[config.mk]
export PLATFORM = sky130hd
export DESIGN_NAME = ibr128_ctr_seq
export DESIGN_NICKNAME = d
export VERILOG_FILES = /design/src/rtl/ibr128_ctr_seq.sv
export SDC_FILE = /design/constraint.sdc
export NUM_CORES = 1
export LEC_CHECK = 0
export BUFFER_PORTS_ARGS = -buffer_cell sky130_fd_sc_hd__buf_2
export CORE_AREA = 2 2 313 315
export DETAILED_ROUTE_END_ITERATION = 6
export DIE_AREA = 0 0 315 317
export PLACE_DENSITY_LB_ADDON = 0.08
export SYNTH_ARGS = -nofsm -noshare
export SYNTH_HDL_FRONTEND = slang
export SYNTH_SLANG_ARGS = --single-unit
[constraint.sdc]
create_clock -name Clk -period 3.3 [get_ports Clk]
set_input_delay 0.495 -clock Clk [delete_from_list [all_inputs] [get_ports Clk]]
set_output_delay 0.495 -clock Clk [all_outputs]
set_load 0.01 [all_outputs]
[src/rtl/ibr128_ctr_seq.sv]
// IBR128 CTR-mode counter-block sequencer driving a shared external 8-stage pipelined adder.
// Optional counter-wrap detection is enabled by defining IBR128_CTR_WRAP_DET_EN.
module ibr128_ctr_seq #(
   parameter int unsigned CNT_W    = 32,
   parameter int unsigned CALC_CYC = 8
) (
   input  logic             Clk,
   input  logic             RstN,
   input  logic             Start,
   input  logic             Abort,
   input  logic [127:0]     IvIn,
   input  logic [127:0]     StepIn,
   input  logic [CNT_W-1:0] NumBlocks,
   output logic [127:0]     CtrOut,
   output logic             CtrValid,
   input  logic             CtrReady,
   output logic [127:0]     AddA,
   output logic [127:0]     AddB,
   output logic             AddEn,
   input  logic [127:0]     AddS,
   output logic             Busy,
   output logic             Done,
   output logic             WrapErr
);

   localparam int unsigned DW       = 128;
   localparam int unsigned CCW      = (CALC_CYC > 1) ? $clog2(CALC_CYC) : 1;
   localparam logic [CCW-1:0] CALC_LAST = CCW'(CALC_CYC - 1);

   typedef enum logic [1:0] {ST_IDLE, ST_RUN, ST_DONE} state_t;

   state_t           state_q, state_nxt;
   logic [DW-1:0]    cur_q, step_q, nxt_q;
   logic [CNT_W-1:0] remain_q, remain_dec_c;
   logic [CCW-1:0]   calc_cnt_q;
   logic             valid_q, nxt_valid_q, calc_run_q, cap_pend_q;
   logic             wrap_stop_q, busy_q, done_q;
   logic             hs_c, start_acc_c, slot_free_c, wrap_c;

   assign hs_c         = valid_q & CtrReady;
   assign start_acc_c  = (state_q == ST_IDLE) & Start;
   assign slot_free_c  = ~valid_q | hs_c;
   assign remain_dec_c = hs_c ? (remain_q - CNT_W'(1)) : remain_q;

`ifdef IBR128_CTR_WRAP_DET_EN
   logic wrap_err_q;

   // A sum smaller than its operand means the 128-bit counter rolled over.
   assign wrap_c  = cap_pend_q & (AddS < cur_q);
   assign WrapErr = wrap_err_q;

   always_ff @(posedge Clk or negedge RstN) begin
      if (!RstN)                               wrap_err_q <= 1'b0;
      else if (start_acc_c)                    wrap_err_q <= 1'b0;
      else if (state_q == ST_RUN && !Abort && wrap_c) wrap_err_q <= 1'b1;
   end
`else
   assign wrap_c  = 1'b0;
   assign WrapErr = 1'b0;
`endif

   // State register plus registered Busy/Done decoded from the next state.
   always_ff @(posedge Clk or negedge RstN) begin
      if (!RstN) begin
         state_q <= ST_IDLE;
         busy_q  <= 1'b0;
         done_q  <= 1'b0;
      end else begin
         state_q <= state_nxt;
         busy_q  <= (state_nxt != ST_IDLE);
         done_q  <= (state_nxt == ST_DONE);
      end
   end

   always_comb begin
      state_nxt = state_q;
      case (state_q)
         ST_IDLE: begin
            if (Start) state_nxt = (NumBlocks == '0) ? ST_DONE : ST_RUN;
         end
         ST_RUN: begin
            if (Abort)                                              state_nxt = ST_IDLE;
            else if (hs_c && (remain_q == CNT_W'(1) || wrap_stop_q)) state_nxt = ST_DONE;
            else if (wrap_c && slot_free_c)                         state_nxt = ST_DONE;
         end
         ST_DONE: state_nxt = ST_IDLE;
         default: state_nxt = ST_IDLE;
      endcase
   end

   // Counter datapath: output slot, prefetch slot and adder sequencing.
   always_ff @(posedge Clk or negedge RstN) begin
      if (!RstN) begin
         cur_q       <= '0;
         step_q      <= '0;
         nxt_q       <= '0;
         remain_q    <= '0;
         calc_cnt_q  <= '0;
         valid_q     <= 1'b0;
         nxt_valid_q <= 1'b0;
         calc_run_q  <= 1'b0;
         cap_pend_q  <= 1'b0;
         wrap_stop_q <= 1'b0;
      end else if (start_acc_c) begin
         cur_q       <= IvIn;
         step_q      <= StepIn;
         remain_q    <= NumBlocks;
         calc_cnt_q  <= '0;
         valid_q     <= (NumBlocks != '0);
         nxt_valid_q <= 1'b0;
         calc_run_q  <= (NumBlocks > CNT_W'(1));
         cap_pend_q  <= 1'b0;
         wrap_stop_q <= 1'b0;
      end else if (state_q == ST_RUN) begin
         if (Abort) begin
            calc_cnt_q  <= '0;
            valid_q     <= 1'b0;
            nxt_valid_q <= 1'b0;
            calc_run_q  <= 1'b0;
            cap_pend_q  <= 1'b0;
            wrap_stop_q <= 1'b0;
         end else begin
            remain_q   <= remain_dec_c;
            cap_pend_q <= 1'b0;
            if (calc_run_q) begin
               calc_cnt_q <= calc_cnt_q + CCW'(1);
               if (calc_cnt_q == CALC_LAST) begin
                  calc_run_q <= 1'b0;
                  cap_pend_q <= 1'b1;
               end
            end
            // Later assignments below restart the engine whenever cur is reloaded.
            if (wrap_c) begin
               wrap_stop_q <= 1'b1;
               if (slot_free_c) valid_q <= 1'b0;
            end else if (cap_pend_q && slot_free_c) begin
               cur_q   <= AddS;
               valid_q <= 1'b1;
               if (remain_dec_c > CNT_W'(1)) begin
                  calc_run_q <= 1'b1;
                  calc_cnt_q <= '0;
               end
            end else if (cap_pend_q) begin
               nxt_q       <= AddS;
               nxt_valid_q <= 1'b1;
            end else if (hs_c && nxt_valid_q) begin
               cur_q       <= nxt_q;
               nxt_valid_q <= 1'b0;
               if (remain_dec_c > CNT_W'(1)) begin
                  calc_run_q <= 1'b1;
                  calc_cnt_q <= '0;
               end
            end else if (hs_c) begin
               valid_q <= 1'b0;
            end
         end
      end
   end

   assign CtrOut   = cur_q;
   assign CtrValid = valid_q;
   assign AddA     = cur_q;
   assign AddB     = step_q;
   assign AddEn    = calc_run_q;
   assign Busy     = busy_q;
   assign Done     = done_q;

endmodule

# Yosys cells after proc, flatten, opt, wreduce, memory -nomap -nowiden
# Cells that the tools add are included.
[word_totals] reg_bits=428 inputBits=421 out_inout_bits=389 elab_cells=105
[op_classes] addsub=2 magnitude_cmp=2 eq_ne=9 n_mux=53 bitwise_logic=7 n_reduce_logical=19
[ops] op="$mux 128" n=6
[ops] op="$mux 32" n=4
[ops] op="$gt 32x1->1 const B" n=2
[ops] op="$eq 32x1->1 const B" n=1
[ops] op="$logic_not 32->1" n=1
[ops] op="$reduce_bool 32->1" n=1
[ops] op="$sub 32x1->32 const B" n=1
[ops] op="$mux 1" n=30
[ops] op="$mux 3" n=8
[ops] op="$mux 2" n=4
[ops] op="$reduce_and 4->1" n=2
[ops] op="$reduce_bool 4->1" n=2
[ops] op="$reduce_bool 2->1" n=3
[ops] op="$reduce_and 5->1" n=1
[ops] op="$ne 4x2->1 const B" n=1
[ops] op="$ne 4x4->1 const B" n=1
[ops] op="$not 1->1" n=4
[ops] op="$pmux 2 s2" n=1
[ops] op="$reduce_and 2->1" n=2
[ops] op="$add 3x1->3 const B" n=1
[ops] op="$eq 3x3->1 const B" n=1
[ops] op="$logic_and 1x1->1" n=3
[ops] op="$ne 3x1->1 const B" n=1
[ops] op="$ne 3x3->1 const B" n=1
[ops] op="other kinds (9)" n=10

# Logic depth before layout (Yosys ltp)
# Gate-level depths: netlist of the first run.
[depth] depth_word=10 depth_mapped=10 mapped_depth_nobuf=10

# Worst setup path after synthesis of the first run
# OpenSTA, ideal clock, no wires.
[synth_path] path_kind="register to register" start="register remain_q[15]" end="register calc_cnt_q[0]" arrival_ns=2.629 required_ns=3.175 slack_ns=0.547 stages_incl_launch_ff=10 n_path_buf=1 period_less_slack_ns=2.753 path_cell_list="dfrtp_1 > buf_6 > or4_4 > or4_4 > o41a_1 > a31oi_1 > a31o_1 > o41ai_2 > a31o_1 > mux2_2"
[synth_via] elab_chain_len=10
[synth_rtl] element="start: declaration" line_no="34" text="logic [CNT_W-1:0] remain_q, remain_dec_c;"
[synth_rtl] element="start signal: assignment" line_no="107" text="remain_q <= NumBlocks;"
[synth_rtl] element="start signal: assignment" line_no="123" text="remain_q <= remain_dec_c;"
[synth_rtl] element="$sub 32x1->32" line_no="43" text="assign remain_dec_c = hs_c ? (remain_q - CNT_W'(1)) : remain_q;"
[synth_rtl] element="$mux 32 (*)" line_no="43"
[synth_rtl] element="$gt 32x1->1 (*)" line_no="139, 149"
[synth_rtl] element="$mux 3 (*)" line_no="139, 149"
[synth_rtl] element="$mux 3" line_no="146" text="end else if (hs_c && nxt_valid_q) begin"
[synth_rtl] element="$mux 3" line_no="143" text="end else if (cap_pend_q) begin"
[synth_rtl] element="$mux 3 (*)" line_no="136" text="end else if (cap_pend_q && slot_free_c) begin"
[synth_rtl] element="$mux 3 (*)" line_no="115" text="if (Abort) begin"
[synth_rtl] element="$mux 3 (*)" line_no="114" text="end else if (state_q == ST_RUN) begin"
[synth_rtl] element="$mux 3 (*)" line_no="104" text="end else if (start_acc_c) begin"
[synth_rtl] element="end signal: assignment" line_no="126" text="calc_cnt_q <= calc_cnt_q + CCW'(1);"
[synth_rtl] element="end: declaration" line_no="35" text="logic [CCW-1:0] calc_cnt_q;"
# Every way passes the cells marked *; elsewhere a longest branch is shown, timed or not. The select of a mux whose other input is x is not followed.
# A chain may end at the register's enable or synchronous reset.

# Worst setup path in the final report of the first run
[layout_path] start="register remain_q[23]" end="register calc_cnt_q[2]"
# The elaborated chain is that of the path after synthesis.

==> results_tabular.tex, run 1 <==
\begin{tabular}{lr}
\hline
Metric & Value \\
\hline
\multicolumn{2}{l}{\textbf{Min path}} \\
Tightest Hold Check Type & in -> reg \\
Launch point of the worst hold path & StepIn[82] \\
Instance count along the most critical hold path & 3 \\
\multicolumn{2}{l}{\textbf{Clock network}} \\
Clock transition time at the flip-flop clock pins of the worst setup and hold paths & 60 ps \\
Total number of clock tree sinks & 427 \\
TritonCTS clock tree & yes \\
Number of H-tree branching levels & 2 \\
Post-CTS setup buffer count & 0 \\
Number of buffers on the longest clock path & 3 \\
Insertion delay of the later-clocked pin in the worst-skew pair & 630 ps \\
Clock Root Buffer & clkbuf\_16 \\
Number of buffers created by CTS & 55 \\
\multicolumn{2}{l}{\textbf{Critical path}} \\
Worst Path Arrival & 3590 ps \\
Type of the setup path with the least slack & reg -> reg \\
Launch point of the critical path & remain\_q[23] \\
Launching point of the worst reg2reg path & remain\_q[23] \\
R2R cell count & 8 \\
Max FO, Critical Path & 7 \\
Worst path required time & 3870 ps \\
Element type at the critical path start & flop \\
CP endpoint kind & flop \\
\multicolumn{2}{l}{\textbf{STA}} \\
Final Hold Viols & 0 \\
Worst hold slack after final layout & 58.8 ps \\
Setup repair after global routing missed its margin & no \\
Setup TNS & 0 ps \\
Max Clock Skew & 26.3 ps \\
Final max-slew violation count & 0 \\
Headroom to the max-slew limit & 16.7\% \\
Final cycle utilization of the critical path & 91.5\% \\
F\_max & 0.331 GHz \\
Crit path time final & 3020 ps \\
Setup-violating endpoint count in the final report & 0 \\
Worst-Margin Slew & 1250 ps \\
\multicolumn{2}{l}{\textbf{Detailed routing}} \\
Starting DRT DRC Count & 1067 \\
Vias per std cell & 4.40 \\
Residual antenna-violating net count after detailed routing & 0 \\
Total routed wirelength & 86200 µm \\
Final routed DRC violation total & 0 \\
Wire length per cell after detailed routing & 19.8 µm \\
Router iterations before antenna repair & 5 \\
Total number of vias & 19152 \\
\multicolumn{2}{l}{\textbf{Cells and area}} \\
Final net count & 3451 \\
Layout cells sized above 1 & 36.0\% \\
Footprint of the multi-input gates & 8180 µm² \\
Flip-flop and latch area & 10700 µm² \\
Post-route core utilization & 29.4\% \\
Synthesis-to-layout area growth & 38.4\% \\
Fill cell instance count of the final layout & 10395 \\
\multicolumn{2}{l}{\textbf{Power}} \\
Clk network pwr share & 39.2\% \\
Register share of total power & 39.0\% \\
Sw Pwr & 5.43 mW \\
Switching share of power & 31.7\% \\
Peak VDD IR & 377 µV \\
Power share of the combinational group & 21.7\% \\
Power per unit of standard cell area & 605 nW/µm² \\
LEAKAGE & 13.7 nW \\
Int Power & 11.7 mW \\
\multicolumn{2}{l}{\textbf{Yosys}} \\
Proportion of synthesized flip-flops having asynchronous set or reset & 100\% \\
\#FFs+latches synth & 427 \\
Post-synthesis instance total & 2284 \\
Yosys warnings & 0 \\
Most used DFF post-synth & dfrtp\_1 \\
Synthesized area divided by synthesized cell count & 8.96 µm² \\
Count of cell types in the netlist & 58 \\
Post-synthesis sequential area ratio & 52.2\% \\
Number of synthesized flops with an enable pin & 0 \\
Synthesized Nets & 2709 \\
Mapped cell area & 20500 µm² \\
\multicolumn{2}{l}{\textbf{Die}} \\
Die area & 99900 µm² \\
Core Region & 96300 µm² \\
Overall die height & 317 µm \\
Standard-cell rows & 114 \\
Initial standard-cell utilization of the core & 21.2\% \\
Die Span X & 315 µm \\
\# IOs & 810 \\
\multicolumn{2}{l}{\textbf{Placed design}} \\
Placer congestion estimate & 0.839 \\
Final HPWL from detailed placement & 61900 µm \\
\# port buffers & 808 \\
\multicolumn{2}{l}{\textbf{Job}} \\
Reported max-cap violation count & 0 \\
\multicolumn{2}{l}{\textbf{Run status}} \\
Status & completed \\
\multicolumn{2}{l}{\textbf{GRT}} \\
Vias in the first global route & 19849 \\
Global-route wire length before repair & 127000 µm \\
GR Overflow Total & 0 \\
Antenna violations before repair & 26 \\
Largest net degree at the start of global routing & 212 \\
Global Route Usage Sum & 16.7\% \\
\hline
\end{tabular}
logic make-up after synthesis:
family                     after synthesis  share of synthesized area [%]
AOI/OAI and AO/OA                      483                           12.9
xor gates and xnor gates                11                          0.471
adders and majority gates                4                          0.245
buffers and inverters                  300                           7.91
DFF                                    427                           52.2
muxes                                  129                           7.10
other                                    1                         0.0183
and+or+nand+nor                        929                           19.1
cells in the mapped netlist, drive strengths merged, types with 3 or more instances:
library cell    n  area, µm²
nor2b           3       18.8
nand3b          3       22.5
nor2           30        113
xor2            4       35.0
nor3           17       95.1
nand2b          3       18.8
or4             6       52.6
o21ai         155        776
dfrtp         427      10700
buf           139       1010
mux2          129       1450
clkbuf        152        571
o211ai          9       67.6
nand2         683       2560
a22o            3       26.3
a22oi           3       22.5
and3            4       25.0
ha              4       50.1
or2             3       18.8
xnor2           7       61.3
nand4           8       50.1
or3             4       25.0
a31oi           4       25.0
inv             9       33.8
nor4           21        138
o311ai          6       52.6
a21oi         268       1340
nand3         133        666
a221o          18        180
path summary, 6_finish.rpt:
kind	end	slack, ps
max	calc_cnt_q[2]	280
min	AddB[82]	60
max reg2reg	calc_cnt_q[2]	280
min reg2reg	AddB[81]	460
max in group asynchronous	AddA[74]	1810
min in group asynchronous	AddB[92]	470
cell usage in the layout, fill, tap and decap left out, types with 6 or more instances in the layout:
cell type      instances
mux2_2               129
inv_1                  9
a21oi_1              268
dfrtp_1              426
nand2_1              680
clkbuf_1               6
nor2_1                30
buf_12                13
dlygate4sd3_1        112
bufinv_16              8
clkbuf_8              21
buf_2                807
buf_4                 43
nand3_1              133
nor3_1                15
a221o_1               18
clkbuf_16             56
clkinv_2               7
o211ai_1               9
xnor2_1                7
nand4_1                8
nor4_1                19
o21ai_0              155
o311ai_0               6
diode_2                6
area by class of cell:
cell class / count / area share (%)
multi-input cells: 1557 / 28.9
flip-flops and latches: 427 / 37.8
clock buffers: 83 / 6.05
inverters: 9 / 0.119
clock inverters: 19 / 1.12
repair buffers: 976 / 20.3
diodes: 6 / 0.0530
well taps: 1276 / 5.64
power by group through the flow:
stage	Clock [mW]	Combinational, mW	Sequential [mW]
4_1_cts	6.98	3.81	6.69
3_5_place_dp	0	3.69	6.76
2_1_floorplan	0	1.86	6.86
6_report	6.72	3.72	6.68
5_1_grt	7.18	4.14	6.78
3_3_place_gp	0	3.71	6.74
repair_timing:
item | 4_1_cts | 5_1_grt
hold buffers | 112 | 0
endpoints found under the hold margin | 177 | 0
resized for setup | 0 | 0
stage by stage:
step	setup WS, ps	cells	area [µm²]	total power, mW
finish	282	4353	28300	17.1
global route	45.0	4353	28300	18.1
CTS	254	4347	28300	17.5
detailed placement	276	4133	25100	10.5
global placement	273	4133	25100	10.5
floorplan	547	2284	20500	8.72
layer usage:
layer	track usage (%)	up-vias	wire [µm]
li1	-	9106	-
met1	20.0	9374	34600
met2	30.3	519	45300
met3	3.01	125	4170
met4	4.83	28	1950
met5	0	-	156
critical path, stage by stage, from the launching register on:
cell and delay, ps:
dfrtp_1 470, or4_1 650, or4_1 460, nor3_2 200, xnor2_1 160, nand4_1 160
o41ai_2 450, and3_1 260, a22o_1 150
state kept, by name (all words and copies together), names as in the netlist, 2 cells and up:
register    flops
state_q         2
remain_q       32
calc_cnt_q      3
AddB          128
nxt_q         128
AddA          128
(Power assumes the default switching activity.)
==> inputs of run 2 (changes only) <==
--- a/config.mk
+++ b/config.mk
@@ -6,9 +6,10 @@
 export NUM_CORES = 1
 export LEC_CHECK = 0
 export BUFFER_PORTS_ARGS = -buffer_cell sky130_fd_sc_hd__buf_2
-export CORE_AREA = 2 2 313 315
+export CORE_AREA = 2 2 317 319
 export DETAILED_ROUTE_END_ITERATION = 6
-export DIE_AREA = 0 0 315 317
+export DIE_AREA = 0 0 319 321
+export GPL_TIMING_DRIVEN = 0
 export PLACE_DENSITY_LB_ADDON = 0.08
 export SYNTH_ARGS = -nofsm -noshare
 export SYNTH_HDL_FRONTEND = slang
==> results_tabular.tex, run 2 (synthesis results as in run 1) <==
\begin{tabular}{lr}
\hline
Metric & Value \\
\hline
\multicolumn{2}{l}{\textbf{STA}} \\
Final cycle utilization of the critical path & 94.7\% (+3.3 points) \\
Final max-slew violation count & 0 (unchanged) \\
Headroom to the max-slew limit & 28.7\% (+12 points) \\
Setup-violating endpoint count in the final report & 0 (unchanged) \\
F\_max & 0.320 GHz (-3.5\%) \\
Setup repair after global routing missed its margin & no \\
Worst-Margin Slew & 1070 ps (-179 ps) \\
Max Clock Skew & 13.8 ps (-12.5 ps) \\
Worst hold slack after final layout & 54.1 ps (-4.69 ps) \\
Crit path time final & 3130 ps (+108 ps) \\
Final Hold Viols & 0 (unchanged) \\
\multicolumn{2}{l}{\textbf{GRT}} \\
Global-route wire length before repair & 142000 µm (+12\%) \\
Vias in the first global route & 20619 (+3.9\%) \\
Largest net degree at the start of global routing & 102 (-52\%) \\
Antenna violations before repair & 44 (+69\%) \\
Global Route Usage Sum & 18.6\% (+2.0 points) \\
GR Overflow Total & 0 (unchanged) \\
\multicolumn{2}{l}{\textbf{Detailed routing}} \\
Wire length per cell after detailed routing & 21.9 µm (+11\%) \\
Final routed DRC violation total & 0 (unchanged) \\
Starting DRT DRC Count & 1081 (+1.3\%) \\
Vias per std cell & 4.48 (+1.8\%) \\
Router iterations before antenna repair & 5 (unchanged) \\
Total routed wirelength & 99300 µm (+15\%) \\
Total number of vias & 20320 (+6.1\%) \\
Residual antenna-violating net count after detailed routing & 0 (unchanged) \\
\multicolumn{2}{l}{\textbf{Cells and area}} \\
Synthesis-to-layout area growth & 39.4\% \\
Footprint of the multi-input gates & 8200 µm² (+0.24\%) \\
Final net count & 3611 (+4.6\%) \\
Fill cell instance count of the final layout & 10896 (+4.8\%) \\
Commonest non-fill, non-tap cell in the layout & buf\_2 \\
Flip-flop and latch area & 10700 µm² (about the same) \\
Layout cells sized above 1 & 37.0\% (+0.97 points) \\
Number of cells in the finished layout apart from fillers & 4535 (+4.2\%) \\
Commonest non-fill, non-tap cells in the layout & buf\_2, nand2\_1, dfrtp\_1, a21oi\_1, o21ai\_0 \\
\multicolumn{2}{l}{\textbf{Critical path}} \\
Number of buffers and inverters on the critical path & 1 (+1) \\
Setup slack of the most critical reg-to-reg path & 170 ps (-110 ps) \\
CP endpoint kind & flop \\
Type of the setup path with the least slack & reg -> reg \\
Sequence of cells on the critical path & buf\_6 -> or4\_4 -> or4\_4 -> nor3\_2 -> xnor2\_1 -> nand4\_1 -> o41ai\_2 -> and3\_1 -> mux2\_2 \\
Max FO, Critical Path & 10 (+3) \\
Most numerous cell on the critical path & or4\_4 \\
Max incr delay on CP & 520 ps (-130 ps) \\
Cell type of the slowest stage on the worst timing path & or4\_4 \\
Element type at the critical path start & flop \\
Worst path required time & 3870 ps (about the same) \\
Cell family contributing the most delay on the critical path & simple AND/OR/NAND/NOR gates \\
Worst Path Arrival & 3690 ps (+100 ps) \\
\multicolumn{2}{l}{\textbf{Die}} \\
Standard-cell rows & 116 (+1.8\%) \\
Core Region & 99300 µm² (+3.1\%) \\
Die area & 102000 µm² (+2.5\%) \\
Die Span X & 319 µm (+1.3\%) \\
\# IOs & 810 (unchanged) \\
Initial standard-cell utilization of the core & 20.6\% (-0.64 points) \\
Overall die height & 321 µm (+1.3\%) \\
\multicolumn{2}{l}{\textbf{Clock network}} \\
TritonCTS clock tree & yes \\
Number of buffers on the longest clock path & 3 (unchanged) \\
Clock transition time at the flip-flop clock pins of the worst setup and hold paths & 60 ps (about the same) \\
Number of H-tree branching levels & 2 (unchanged) \\
Total number of clock tree sinks & 427 (unchanged) \\
Insertion delay of the later-clocked pin in the worst-skew pair & 640 ps (about the same) \\
Clock Root Buffer & clkbuf\_16 \\
Number of buffers created by CTS & 56 (+1.8\%) \\
\multicolumn{2}{l}{\textbf{Job}} \\
Reported max-cap violation count & 0 (unchanged) \\
\multicolumn{2}{l}{\textbf{Placed design}} \\
\# placed instances & 4395 (+6.3\%) \\
Final HPWL from detailed placement & 76700 µm (+24\%) \\
\# port buffers & 808 (unchanged) \\
Placer congestion estimate & 0.866 (+3.3\%) \\
\multicolumn{2}{l}{\textbf{Power}} \\
Power per unit of standard cell area & 603 nW/µm² (-0.28\%) \\
Peak VDD IR & 377 µV (-0.13\%) \\
Total Power Consumption & 17.2 mW (+0.41\%) \\
LEAKAGE & 13.8 nW (+1.2\%) \\
\multicolumn{2}{l}{\textbf{Min path}} \\
Tightest Hold Check Type & in -> reg \\
\multicolumn{2}{l}{\textbf{Run status}} \\
Status & completed \\
\hline
\end{tabular}
==> run 2: through the flow <==
stage	utilization, %	worst slack [ps]	TNS (ps)	instance area (µm²)
after global routing	28.7	12.5	0	28500
after detailed placement	26.4	-1320	-271130	26300
after CTS	28.7	36.3	0	28400
final	28.7	174	0	28500
after global placement	26.3	-8000	-4033500	26100
after floorplan	-	547	0	20500
==> run 2: timing repair <==
| item | CTS | global route |
|---|---|---|
| hold buffers | 29 | 0 |
| hold endpoints to repair | 90 | 0 |
| resized for setup | 14 | 6 |
| pin swaps | 1 | 0 |
| endpoints found under the setup margin | 403 | 70 |
| buffers inserted | 3 | 0 |
==> run 2: final timing paths <==
kind,startpoint,cells past startpoint,end
max,remain_q[15],9,calc_cnt_q[0]
min,IvIn[54],3,AddA[54]
max reg2reg,remain_q[15],9,calc_cnt_q[0]
min reg2reg,AddB[74],2,AddB[74]
max in group asynchronous,RstN,4,nxt_q[17]
min in group asynchronous,RstN,2,AddB[59]
==> run 2: per-layer routing <==
metal	vias to the layer above	global-route usage, %	routed length, µm
li1	9447	-	-
met2	568	33.0	50300
met3	143	3.85	5210
met4	42	4.80	1960
met1	10120	23.0	41500
met5	-	0	237
==> run 2: final cells by class <==
type,count,share of cell area (%)
clock inverter,17,0.588
sequential,427,37.5
tap,1298,5.70
buffer,290,5.61
clock buffer,78,5.84
timing repair buffer,845,15.7
inverter,9,0.119
multi-input combinational,1557,28.8
antenna,14,0.123
==> run 2: report_power, final <==
part | total [mW] | internal [mW] | switching [mW]
clock network | 6.21 | 3.70 | 2.50
logic | 4.23 | 1.83 | 2.40
registers | 6.76 | 5.98 | 0.772
==> run 2: tightest hold or removal path, cell delays in order <==
cell and delay (ps):
buf_2 70, nand2_1 30, o21ai_0 50
==> inputs of run 3 (changes only) <==
--- a/config.mk
+++ b/config.mk
@@ -10,7 +10,7 @@
 export DETAILED_ROUTE_END_ITERATION = 6
 export DIE_AREA = 0 0 319 321
 export GPL_TIMING_DRIVEN = 0
-export PLACE_DENSITY_LB_ADDON = 0.08
+export PLACE_DENSITY = 0.47
 export SYNTH_ARGS = -nofsm -noshare
 export SYNTH_HDL_FRONTEND = slang
 export SYNTH_SLANG_ARGS = --single-unit
==> results_tabular.tex, run 3 (synthesis results as in run 1) <==
\begin{tabular}{lr}
\hline
Metric & Value \\
\hline
\multicolumn{2}{l}{\textbf{Run status}} \\
Status & completed \\
\multicolumn{2}{l}{\textbf{STA}} \\
Max Clock Skew & 18.9 ps (+5.15 ps) \\
Setup-violating endpoint count in the final report & 0 (unchanged) \\
Post-route setup slack & 192 ps (+18.0 ps) \\
Worst-Margin Slew & 1080 ps (+8.55 ps) \\
Final max-slew violation count & 0 (unchanged) \\
Final cycle utilization of the critical path & 94.2\% (-0.55 points) \\
Final Hold Viols & 0 (unchanged) \\
Headroom to the max-slew limit & 28.1\% (-0.57 points) \\
Crit path time final & 3110 ps (-18.0 ps) \\
Setup TNS & 0 ps (unchanged) \\
F\_max & 0.322 GHz (+0.58\%) \\
\multicolumn{2}{l}{\textbf{Cells and area}} \\
Synthesis-to-layout area growth & 38.4\% \\
Commonest non-fill, non-tap cells in the layout & buf\_2, nand2\_1, dfrtp\_1, a21oi\_1, o21ai\_0 \\
Number of cells in the finished layout apart from fillers & 4521 (-0.31\%) \\
Layout cells sized above 1 & 37.1\% (+0.19 points) \\
Final net count & 3587 (-0.66\%) \\
Fill cell instance count of the final layout & 10902 (+0.055\%) \\
Commonest non-fill, non-tap cell in the layout & buf\_2 \\
\multicolumn{2}{l}{\textbf{Placed design}} \\
\# port buffers & 808 (unchanged) \\
Setup slack after placement & -1530 ps (-216 ps) \\
\# placed instances & 4394 (-0.023\%) \\
Final HPWL from detailed placement & 72600 µm (-5.2\%) \\
Placer congestion estimate & 0.869 (+0.31\%) \\
\multicolumn{2}{l}{\textbf{Critical path}} \\
Cell type of the slowest stage on the worst timing path & or4\_4 \\
CP endpoint kind & flop \\
Worst path required time & 3860 ps (about the same) \\
Launching point of the worst reg2reg path & remain\_q[15] \\
Endpoint of the worst register-to-register path & calc\_cnt\_q[2] \\
R2R cell count & 9 (unchanged) \\
Max FO, Critical Path & 10 (unchanged) \\
Element type at the critical path start & flop \\
Type of the setup path with the least slack & reg -> reg \\
Setup slack of the most critical reg-to-reg path & 190 ps (+20 ps) \\
Max incr delay on CP & 520 ps (about the same) \\
Sequence of cells on the critical path & buf\_6 -> or4\_4 -> or4\_4 -> nor4\_2 -> a31oi\_1 -> a31o\_1 -> o41ai\_4 -> and3\_1 -> a22o\_1 \\
Worst Path Arrival & 3670 ps (-20 ps) \\
Most numerous cell on the critical path & or4\_4 \\
\multicolumn{2}{l}{\textbf{Power}} \\
Peak VDD IR & 417 µV (+11\%) \\
Total Power Consumption & 17.1 mW (-0.77\%) \\
LEAKAGE & 13.7 nW (-0.72\%) \\
Power per unit of standard cell area & 603 nW/µm² (about the same) \\
\multicolumn{2}{l}{\textbf{Clock network}} \\
Clock Root Buffer & clkbuf\_16 \\
TritonCTS clock tree & yes \\
Number of buffers created by CTS & 54 (-3.6\%) \\
Clock transition time at the flip-flop clock pins of the worst setup and hold paths & 60 ps (about the same) \\
Number of buffers on the longest clock path & 3 (unchanged) \\
Number of H-tree branching levels & 2 (unchanged) \\
Insertion delay of the later-clocked pin in the worst-skew pair & 620 ps (-20 ps) \\
Total number of clock tree sinks & 427 (unchanged) \\
\multicolumn{2}{l}{\textbf{Detailed routing}} \\
Total routed wirelength & 93700 µm (-5.7\%) \\
Router iterations before antenna repair & 5 (unchanged) \\
Residual antenna-violating net count after detailed routing & 0 (unchanged) \\
Final routed DRC violation total & 0 (unchanged) \\
Starting DRT DRC Count & 1484 (+37\%) \\
Vias per std cell & 4.38 (-2.2\%) \\
Wire length per cell after detailed routing & 20.7 µm (-5.4\%) \\
Total number of vias & 19821 (-2.5\%) \\
\multicolumn{2}{l}{\textbf{Die}} \\
Standard-cell rows & 116 (unchanged) \\
Core Region & 99300 µm² (unchanged) \\
Die area & 102000 µm² (unchanged) \\
Initial standard-cell utilization of the core & 20.6\% (unchanged) \\
\# IOs & 810 (unchanged) \\
Die Span X & 319 µm (unchanged) \\
Overall die height & 321 µm (unchanged) \\
\multicolumn{2}{l}{\textbf{GRT}} \\
Antenna violations before repair & 27 (-39\%) \\
Global Route Usage Sum & 17.6\% (-1.1 points) \\
Largest net degree at the start of global routing & 105 (+2.9\%) \\
GR Overflow Total & 0 (unchanged) \\
Global-route wire length before repair & 134000 µm (-5.7\%) \\
Vias in the first global route & 19504 (-5.4\%) \\
\multicolumn{2}{l}{\textbf{Min path}} \\
Hold path endpoint & AddB[6] \\
Launch point of the worst hold path & StepIn[6] \\
Tightest Hold Check Type & in -> reg \\
Instance count along the most critical hold path & 3 (unchanged) \\
\multicolumn{2}{l}{\textbf{Job}} \\
Reported max-cap violation count & 0 (unchanged) \\
\hline
\end{tabular}
## run 3: cell count changes in the layout (fill, tap and decap cells not counted), moves of 2 or more
cell,previous run,this run
clkbuf_1,146,154
clkinv_2,12,8
clkbuf_2,8,12
clkinvlp_4,0,2
dlygate4sd3_1,29,7
diode_2,14,19
clkbuf_8,16,10
## run 3: how the worst max path moves through the flow
stage	startpoint	to	slack, ps	cells after the start
after global routing	remain_q[15]	calc_cnt_q[2]	-0.6	9
final	remain_q[15]	calc_cnt_q[2]	190	9
after detailed placement	Start	remain_q[14]	-1530	8
after floorplan	remain_q[15]	calc_cnt_q[0]	550	9
after global placement	RstN	AddB[77]	-8070	1
after CTS	CtrValid	AddA[116]	20	7
## run 3: final cells by class
class                   instances  area (µm²)  area share [%]
clock inverters                16         193           0.681
multi-input cells            1557        8230            29.1
flip-flops and latches        427       10700            37.8
inverters                       9        33.8           0.119
diodes                         19        47.5           0.168
repair buffers                823        4260            15.1
well taps                    1298        1620            5.74
plain buffers                 290        1600            5.65
clock buffers                  82        1620            5.73
## run 3: layer usage
layer / track usage [%] / vias to the layer above / part of all wire, %
met5: 0 / - / 0.11
met3: 5.36 / 127 / 7.2
met2: 28.1 / 559 / 47
met1: 22.6 / 9720 / 43
met4: 5.47 / 18 / 2.4
li1: - / 9397 / -
## run 3: critical path, delay by kind of cell, from the launching register on
family	cells	cell delay, ps
simple gates	4	1540
compound gates	4	990
flops	1	370
buf+inv	1	140
## run 3: where the power goes
group          internal (mW)  switching (mW)  leakage (nW)  total [mW]
Clock                   3.68            2.46         0.889        6.15
Sequential              5.98           0.737          5.49        6.72
Combinational           1.81            2.38          7.35        4.19
Total                   11.5            5.58          13.7        17.1
## run 3: stage by stage
stage	utilization, %	hold slack [ps]	cell area, µm²
floorplan	-	199	20500
global placement	26.3	455	26100
detailed placement	26.4	410	26200
CTS	28.4	0.889	28200
global route	28.5	15.9	28300
finish	28.5	59.5	28300
## run 3: repair_timing
action                                  4_1_cts  5_1_grt
buffers inserted                              3        1
pin swaps                                     1        1
resized for setup                            14       17
hold endpoints to repair                     43        0
hold buffers                                  7        0
endpoints found under the setup margin      395      216
